<file path="src/rtl/lcd_controller.sv">
// lcd_controller: HD44780 8-bit bus controller with power-up init and request/ready writes,
// all LCD delays measured in ticks of an external timebase pulse.
module lcd_controller #(
    parameter int POWERUP_TICKS = 20
) (
    input  logic       clk,
    input  logic       rst,
    input  logic       tick,
    input  logic       req,
    input  logic       rs_in,
    input  logic [7:0] data_in,
    output logic       ready,
    output logic       init_done,
    output logic       lcd_rs,
    output logic       lcd_rw,
    output logic       lcd_e,
    output logic [7:0] lcd_data
);
    localparam int CW = $clog2(POWERUP_TICKS + 2);

    typedef enum logic [2:0] {PWR, SETUP, EHI, HOLD, IDLE} state_t;

    state_t        state;
    logic [CW-1:0] cnt;
    logic [1:0]    idx;
    logic          settled;
    logic          user;
    logic          hold_two;
    logic          hold_end;

    function automatic logic [7:0] init_byte(input logic [1:0] i);
        return i == 2'd0 ? 8'h38 : i == 2'd1 ? 8'h0C : i == 2'd2 ? 8'h01 : 8'h06;
    endfunction

    // clear/home (and 0x00/0x03) need the long hold
    always_comb begin
        hold_two = !lcd_rs && lcd_data[7:2] == 6'd0;
        hold_end = cnt == (hold_two ? CW'(1) : CW'(0));
    end

    always_ff @(posedge clk or negedge rst) begin
        if (!rst) begin
            state     <= PWR;
            cnt       <= '0;
            idx       <= 2'd0;
            settled   <= 1'b0;
            user      <= 1'b0;
            ready     <= 1'b0;
            init_done <= 1'b0;
            lcd_rs    <= 1'b0;
            lcd_rw    <= 1'b0;
            lcd_e     <= 1'b0;
            lcd_data  <= 8'h00;
        end else begin
            case (state)
                PWR: if (tick) begin
                    if (cnt == CW'(POWERUP_TICKS - 1)) begin
                        cnt      <= '0;
                        lcd_rs   <= 1'b0;
                        lcd_data <= init_byte(2'd0);
                        settled  <= 1'b0;
                        state    <= SETUP;
                    end else begin
                        cnt <= cnt + 1'b1;
                    end
                end
                // first cycle after entry ignores tick so the bus settles before E rises
                SETUP: begin
                    if (!settled) begin
                        settled <= 1'b1;
                    end else if (tick) begin
                        lcd_e <= 1'b1;
                        state <= EHI;
                    end
                end
                EHI: if (tick) begin
                    lcd_e <= 1'b0;
                    cnt   <= '0;
                    state <= HOLD;
                end
                HOLD: if (tick) begin
                    if (!hold_end) begin
                        cnt <= cnt + 1'b1;
                    end else if (user || idx == 2'd3) begin
                        ready     <= 1'b1;
                        init_done <= 1'b1;
                        state     <= IDLE;
                    end else begin
                        idx      <= idx + 1'b1;
                        lcd_data <= init_byte(idx + 1'b1);
                        settled  <= 1'b0;
                        state    <= SETUP;
                    end
                end
                IDLE: if (req) begin
                    lcd_rs   <= rs_in;
                    lcd_data <= data_in;
                    ready    <= 1'b0;
                    user     <= 1'b1;
                    settled  <= 1'b0;
                    state    <= SETUP;
                end
                default: state <= PWR;
            endcase
        end
    end
endmodule

</file>
<file path="config.mk">
export PLATFORM = sky130hd
export DESIGN_NAME = lcd_controller
export DESIGN_NICKNAME = d
export VERILOG_FILES = /design/src/rtl/lcd_controller.sv
export SDC_FILE = /design/constraint.sdc
export NUM_CORES = 1
export LEC_CHECK = 0
export CORE_MARGIN = 2
export CORE_UTILIZATION = 55
export CTS_CLUSTER_DIAMETER = 120
export DETAILED_ROUTE_END_ITERATION = 7
export PLACE_DENSITY = 0.89
export SETUP_SLACK_MARGIN = 0.02
export SLEW_MARGIN = 20
export SYNTH_ARGS = -nofsm -noshare
export SYNTH_HDL_FRONTEND = slang
export SYNTH_SLANG_ARGS = --single-unit
export TNS_END_PERCENT = 20
</file>
<file path="constraint.sdc">
create_clock -name clk -period 3.33 [get_ports clk]
set_input_delay 0.4995 -clock clk [delete_from_list [all_inputs] [get_ports clk]]
set_output_delay 0.4995 -clock clk [all_outputs]
set_load 0.05 [all_outputs]
</file>
[Word level (Yosys, flattened, before mapping)]
Cells that the tools add are included.
Word-level totals
  flip-flop bits (word level): 24
  logic and storage cells: 99
Operators by class
  reduce and logical (&&, ||, !) cells: 22
  equality and inequality tests: 20
  bitwise operators: 1
  add/sub/neg operators: 2
  multiplexer cells: 44
Operators by type and width (number)
  two-way mux 8 bit: 6
  two-way mux 3 bit: 10
  two-way mux 5 bit: 5
  case mux 8 bit (3 select lines): 1
  != test 2 bit (second input constant): 11
  AND reduction 4 bit: 4
  case mux 3 bit (5 select lines): 1
  case mux 5 bit (3 select lines): 1
  two-way mux 1 bit: 14
  AND reduction 7 bit: 2
  AND reduction 5 bit: 2
  AND reduction 8 bit: 1
  equality test 3 x 2 -> 1 bit (second input constant): 2
  logical NOT 6 bit: 1
  two-way mux 6 bit: 1
  case mux 1 bit (2 select lines): 3
  nonzero test 2 bit: 3
  nonzero test 3 bit: 2
  adder 5 x 1 -> 5 bit (second input constant): 1
  equality test 5 x 1 -> 1 bit: 1
  equality test 5 bit (second input constant): 1
  equality test 2 bit (second input constant): 2
  two-way mux 4 bit: 1
  case mux 1 bit (4 select lines): 1
  12 further kinds: 12

[Longest topological paths before layout]
Gate-level depths: netlist (run 1).
  depth after elaboration: 9
  gate-level depth with buffers: 7

[Worst setup path before layout (run 1)]
No wires, ideal clock.
  path type: register to register
  start point: register lcd_data[4]
  end point: register lcd_data[0]
  path slack: 1064 ps
  data arrival time: 2141 ps
  required time: 3205 ps
  cell stages (with the launch flop): 7
  path buffers: 1
  cells stage by stage: dfrtp_1 > nor4_1 > nand4_1 > nand3_1 > or3b_1 > buf_6 > mux2_4
On the way
  cells in the longest elaborated chain, start to end: 6
RTL lines
  start: declaration: line 17  | output logic [7:0] lcd_data
  start signal: assignment: line 60  | lcd_data <= init_byte(2'd0);
  start signal: assignment: line 90  | lcd_data <= init_byte(idx + 1'b1);
  start signal: assignment: line 97  | lcd_data <= data_in;
  logical NOT 6 bit: line 37  | hold_two = !lcd_rs && lcd_data[7:2] == 6'd0;
  logical AND 1 bit: line 37
  two-way mux 1 bit: line 38  | hold_end = cnt == (hold_two ? CW'(1) : CW'(0));
  equality test 5 x 1 -> 1 bit: line 38
  != test 2 bit (no source line)
  AND reduction 7 bit (no source line)
Every way passes these cells.
A chain may end at the register's enable or synchronous reset.

[Final worst setup path (run 1)]
  start point: register cnt[0]
  end point: register lcd_data[1]
On the way
  cells in the longest elaborated chain, start to end: 3
RTL lines
  start: declaration: line 24  | logic [CW-1:0] cnt;
  start signal: assignment: line 64  | cnt <= cnt + 1'b1;
  start signal: assignment: line 83  | cnt <= cnt + 1'b1;
  equality test 5 bit or equality test 5 x 1 -> 1 bit (tied branches): line 57, 38
  != test 2 bit (no source line)
  AND reduction 7 bit (no source line) *
Every way passes the cells marked *; elsewhere a longest branch is shown, timed or not.

==> results of run 1 <==
-- final timing paths --
kind / cells past startpoint / to / slack (ns)
worst max-delay path: 5 / lcd_data[1] / 0.75
worst min-delay path: 1 / lcd_data[0] / 0.12
worst max register to register: 5 / lcd_data[1] / 0.75
worst min register to register: 1 / init_done / 0.50
max in group asynchronous: 1 / cnt[4] / 2.83
min in group clk: 1 / init_done / 0.50
-- cell usage in the layout (no fill, tap or decap), types with 3 or more instances in the layout --
master,synthesis,final
o22ai_1,4,4
mux2_4,3,3
o21ai_1,4,4
a32o_1,3,3
clkbuf_4,0,3
nor2_1,8,8
a31oi_1,3,3
mux2i_1,6,6
nand2_1,8,8
ha_1,5,5
dfrtp_1,24,24
nor4_1,3,3
nand3_1,7,7
o31ai_1,4,4
nor2b_1,3,3
clkdlybuf4s50_1,0,23
inv_1,9,9
nand2b_1,3,3
o21ai_0,8,8
a21oi_1,4,4
-- logic make-up (layout without fill, tap and decap cells) --
logic type	after synthesis	in the layout	synth area share [%]
and+or+nand+nor	45	45	17.9
DFF	24	24	43.6
muxes	10	10	8.45
xor gates and xnor gates	1	1	0.636
other	1	1	0.272
AOI/OAI and AO/OA	40	40	19.4
adders and majority gates	5	5	4.54
buffers and inverters	16	38	5.18
-- area by class of cell --
| cell class | count | area, sq um |
|---|---|---|
| inverters | 10 | 37.5 |
| flip-flops and latches | 24 | 601 |
| multi-input cells | 102 | 706 |
| well taps | 30 | 37.5 |
| clock inverters | 1 | 30.0 |
| repair buffers | 24 | 235 |
| clock buffers | 3 | 22.5 |
| fillers | 192 | 763 |
-- state kept, by name, indices dropped and copies added (netlist names) --
register / flops
lcd_data: 8
cnt: 5
state: 3
idx: 2
init_done: 1
lcd_e: 1
lcd_rs: 1
ready: 1
settled: 1
user: 1
-- metrics by stage --
| step | hold WS (ns) | instance area [sq um] | power, W |
|---|---|---|---|
| 2_1_floorplan | 0.204 | 1380 | 0.00119 |
| 3_3_place_gp | 0.450 | 1620 | 0.00139 |
| 3_5_place_dp | 0.470 | 1620 | 0.00142 |
| 4_1_cts | 0.503 | 1670 | 0.00164 |
| 5_1_grt | 0.152 | 1670 | 0.00176 |
| 6_report | 0.121 | 1670 | 0.00164 |
-- routing by layer --
| layer | track usage [%] | up-vias | part of all wire [%] |
|---|---|---|---|
| met1 | 30.6 | 582 | 42 |
| met5 | 0 | - | 0 |
| met3 | 5.00 | 9 | 5.5 |
| met4 | 7.92 | 0 | 2.0 |
| met2 | 42.9 | 41 | 50 |
| li1 | - | 561 | - |
-- power by group --
part | switching [W] | internal, W | leakage (nW)
sequential | 0.000145 | 0.000397 | 0.288
combinational | 0.000513 | 0.000369 | 0.451
clock | 0.0000951 | 0.000122 | 0.0279
==> metrics list, run 1 <==
- Outcome: complete, no violations
* Number of design-rule violations left by the first detailed-router iteration: 22
* Tcrit/Tclk final: slightly below 80%
* Largest area contributor in the netlist: dfrtp_1
- The number of hold violations in the final report came to 0.
- For the final routed database, the setup TNS stands at 0 ns.
* Post-synthesis instance area: 1380 sq um
* Clock root buffer master: clkbuf_4
* Die Span Y: ~54 microns
- Yosys top cell area share: a little over two fifths
* Mean number of vias per cell: about 6
- At the end of routability-driven placement, the weighted congestion stood at ~0.94.
- For the final database, setup skew stands at between 0.015 and 0.02 ns.
* DRC errors left: 0
- Overflow left after global routing: 0
* Number of enable flip-flop cells after synthesis: 0
- Area enclosed by the die boundary: about 2900 sq um
* Post-synth cell types: 45
- Sequential elements use a little over two fifths of the synthesized area.
* Syn Area/Cell: ~9.7 sq um
- Number of placed cells counting well taps: between 150 and 200
* CTS-repair resized insts: 0
- CTS Buf Count: 3
- Layout cells sized above 1: around 7.9%
* Effective utilization at floorplan: between 50% and 60%
* #FFs+latches synth: 24
- The number of nets in the synthesized netlist is between 150 and 200.
- On the critical path the largest part of the delay comes from simple AND/OR/NAND/NOR gates.
- Class of the worst hold path: input pin to async pin
* Synthesis-to-finish area growth: 21.2%
- Once the clock tree was built, the setup fixing pass inserted 0 buffers.
- Total track usage: about 25%
- Counting flops with an async set or reset pin after synthesis yields a share of 100%.
- Largest net degree at the start of global routing: 25
* CTS HTree Levels: 1
- IO Count: 26
- Number of nets with antenna violations after detailed routing: 0
- Data on the critical path arrives at its endpoint at about 2.8 ns.
- Count of port buffers added during placement: 24
- TritonCTS built the clock tree.
- For this run, the top clock speed supported by timing is 0.387 GHz.
* Count of hold-fix buffers inserted at cts: 0
* Gate count after technology mapping: ~140
- The analysis attributes to cell leakage a power of roughly 0.77 nW.
* Setup violators final: 0
- The final route contains between 1k and 1.5k vias.
- In this run the critical register-to-register path is launched from cnt[0].
- Total detailed-routing wirelength: 3130 microns
* Yosys Warn Count: 1
* Clock latency on the worst-skew pair: 0.33 ns
- Number of buffer and inverter stages on the critical path: 0
- At the end of the flow the core is filled with cells to about two thirds.
- Global-route wire length before repair: around 5000 microns
- Setup repair after global routing missed its margin: false
* Routed WL per cell: 16.1 microns
- Std cell rows: 18
- The pre-antenna-repair detailed-routing pass consisted of 5 iterations.
- Number of sinks driven by the clock tree: 24
- dfrtp_1 is the most common cell in the netlist.
* # nets final: approximately 180
* Diodes inserted: 0
- Fin crit period: between 2 and 3 ns
- IR Drop Worst-Case VDD: between 0.0007 and 0.0008 V
* Die X-Extent: between 50 and 60 microns
- After the flow finishes, the layout carries non-filler instances totaling 194.
* Power per unit of standard cell area: about 980 nW/um^2
- CP required: around 3.6 ns
* Most common library cells after synthesis: dfrtp_1 (24), inv_1 (9), nand2_1 (8), nor2_1 (8), o21ai_0 (8)
* Max-cap violations: 0
* Clock transition at the registers of the reported paths: 0.15 ns
- Post-synth top flop: dfrtp_1
* Placed wire-length estimate: roughly 2300 microns
- The number of antenna violations at the first check in global routing came to 0.
- After floorplanning, the core was sized to cover approximately 2400 sq um.
- Across all setup checks in the final design, the least slack found is approximately 0.75 ns.
- Slew of the pin with the lowest slew margin: around 0.69 ns
* CP cell instances: ha_1, nor4bb_1, a31oi_1, or3b_1, mux2_4
- Tracing the worst setup path back leads to its startpoint at cnt[0].
- Launching element type of the critical path: register
- No sink is reached through more buffers than the 2 on the longest clock path.
- Via count of the first global-routing pass: roughly 1.1k
* Highest-delay cell along the critical path: nor4bb_1
- Count of final max-slew check failures: 0
- For this run, the slowest stage of the critical path takes approximately 0.60 ns.
- STA classifies the critical path endpoint as a register.
* Worst relative slew slack: between 50% and 60%
- Area contributors post-synth: dfrtp_1 (44%), ha_1 (4.5%), mux2i_1 (4.4%), mux2_4 (3.3%), o21ai_0 (2.9%)
- Crit Path Category: register to register
- Worst-case setup slack after placement: about 0.81 ns
- Critical path fanouts, max: 8
No activity file was read; power rests on OpenSTA's default activity.
==> run 2, diff against run 1 <==
CORE_UTILIZATION = 51   (was 55)
PLACE_DENSITY = 0.83   (was 0.89)
clock period = 2.69 ns   (was 3.33 ns; I/O delays follow)
==> metrics list, run 2 (synthesis gave the netlist of run 1 again) <==
- The number of vias per cell after detailed routing was 6.11 (-0.57%).
- Max stage delay on crit path: 0.56 ns (-0.04 ns)
- The final setup slack of the worst path was 0.283 ns (-0.465 ns).
- Setup violators final: 0 (unchanged)
- Tcrit/Tclk final: 89.5% (+12 points)
- Leakage power total: 0.802 nW (+4.5%)
- Worst relative slew slack: 66.2% (+13 points)
* Launching element type of the critical path: register
- The flip-flop count of the largest register after layout came to 8 (unchanged).
- Crit Path Category: register to register
* DRC errors left: 0 (unchanged)
- The power per standard cell area is 1200 nW/um^2 (+22%).
* Detailed Routing Iterations Pass 1: 4 (-1)
* Clock buffer depth: 2 (unchanged)
* Outcome: complete, no violations
* Fin crit period: 2.41 ns (-0.175 ns)
- Placed wire-length estimate: 2460 microns (+5.0%)
- Highest-delay cell along the critical path: or4_4
- Vias after detailed routing: 1229 (+3.0%)
- The clock sink total was 24 (unchanged).
- The final wirelength is 3240 microns (+3.5%).
* Worst-case setup slack after placement: 0.307 ns (-0.501 ns)
- The number of hold violations in the final report was 0 (unchanged).
- The number of antenna violations at the first check in global routing is 0 (unchanged).
* Effective utilization at floorplan: 54.6% (-2.0 points)
- # nets final: 190 (+3.8%)
- Met3 Routed Length: 159 microns (-7.6%)
* Critical Path End Type: register
* Weighted congestion at the end of routability-driven global placement: 0.970 (+2.8%)
- The overflow left after global routing was 0 (unchanged).
* Slew of the pin with the lowest slew margin: 0.505 ns (-0.184 ns)
- Synthesis-to-finish area growth: 25.3%
- The detailed-route wire length per cell was 16.1 microns (about the same).
- The number of buffers created by CTS came to 3 (unchanged).
* Class of the worst hold path: input pin to async pin
- IR Drop Worst-Case VDD: 0.000795 V (+11%)
* Max-cap violations: 0 (unchanged)
* TritonCTS clock tree: yes
- Largest net degree at the start of global routing: 25 (unchanged)
- The area enclosed by the die boundary came to 3130 sq um (+7.3%).
- The antenna violation net count after detailed routing came to 0 (unchanged).
- Count of hold-fix buffers inserted at cts: 0 (unchanged)
* Leading cell types in the layout, fill and taps excluded: dfrtp_1 (24), clkdlybuf4s50_1 (24), inv_1 (9)
* Largest regs: lcd_data x8, cnt x5, state x3
- CP required: 2.91 ns (-0.64 ns)
- The y dimension of the die is 56.0 microns (+3.6%).
- The setup clock skew after layout was 0.00228 ns (-0.0170 ns).
* Count of port buffers added during placement: 24 (unchanged)
* Setup repair after global routing missed its margin: false
* Via count of the first global-routing pass: 1210 (+7.7%)
- Critical path fanouts, max: 8 (unchanged)
- Layout cells sized above 1: 11.1% (+3.2 points)
- The number of I/O pins was 26 (unchanged).
- Met2 WL: 1590 microns (+0.57%)
- The area of the core was 2520 sq um (+3.7%).
- The site row count was 18 (unchanged).
* Worst endpoint data arrival time: 2.63 ns (-0.17 ns)
- The insertion delay to the later sink of the worst-skew pair was 0.32 ns (about the same).
- The global-route wire length before repair was 5530 microns (+7.6%).
* Setup TNS Final: 0 ns (unchanged)
- Die X-Extent: 56.0 microns (+3.6%)
- CTS HTree Levels: 1 (unchanged)
- In this run the top signal layer used is met4.
* Diodes inserted: 0 (unchanged)
- Clock root buffer master: clkbuf_4
* Fmax: 0.416 GHz (+7.3%)
- The number of DRC markers after the initial detailed-route iteration is 45 (+100%).
- Count of final max-slew check failures: 0 (unchanged)
* Met1 wire length: 1420 microns (+8.0%)
- The critical path goes through or4_4, a211o_1, nand3_1, or3b_1, mux2_4.
- Total track usage: 22.6% (-2.1 points)
- Clock transition at the registers of the reported paths: 0.13 ns (-0.02 ns)
- The number of buffers added for setup after CTS came to 0 (unchanged).
- lcd_data holds more flip-flops than any other register.
- The count of cells resized by post-cts repair is 0 (unchanged).
[run 2: cell types whose count changed in the layout (fill, tap and decap cells not counted), sizes merged]
cell	delta
buf	+6
clkdlybuf4s50	+1
[run 2: metal layers]
metal	GRT usage, %	vias to the layer above
met4	11.9	0
met1	27.5	599
met5	0	-
met2	37.8	42
met3	4.42	8
li1	-	580
[run 2: final timing paths]
check	startpoint	to	slack, ns	cells past startpoint
setup reg to reg	cnt[3]	lcd_data[2]	0.28	5
max in group asynchronous	rst	cnt[4]	2.03	2
min in group clk	init_done	init_done	0.49	1
setup / recovery	cnt[3]	lcd_data[2]	0.28	5
hold / removal	rst	lcd_data[4]	0.42	2
hold reg to reg	init_done	init_done	0.49	1
[run 2: worst max-delay path: cells and delay by family (launching register included)]
kind	cells	cell delay, ns
mux	1	0.36
simple gates	3	1.19
flops	1	0.46
compound gates	1	0.30
[run 2: report_power, final]
part | switching (W) | total (W) | leakage (nW) | internal [W]
logic | 0.000691 | 0.00118 | 0.485 | 0.000491
registers | 0.000139 | 0.000632 | 0.288 | 0.000493
clock network | 0.000112 | 0.000263 | 0.0279 | 0.000151
[run 2: stage by stage]
step           instances  hold WS, ns  total power (W)  utilization (%)  area [sq um]
2_1_floorplan        142        0.108          0.00147                -          1380
3_3_place_gp         197        0.454          0.00176             66.4          1670
4_1_cts              201        0.404          0.00208             68.5          1730
6_report             201        0.420          0.00208             68.5          1730
5_1_grt              201        0.438          0.00221             68.5          1730
3_5_place_dp         197        0.464          0.00181             66.4          1670
[run 2: layout make-up]
class	count	area [sq um]
Fill cell	200	796
Multi-Input combinational cell	102	706
Sequential cell	24	601
Timing Repair Buffer	31	293
Inverter	10	37.5
Tap cell	30	37.5
Clock inverter	1	30.0
Clock buffer	3	22.5
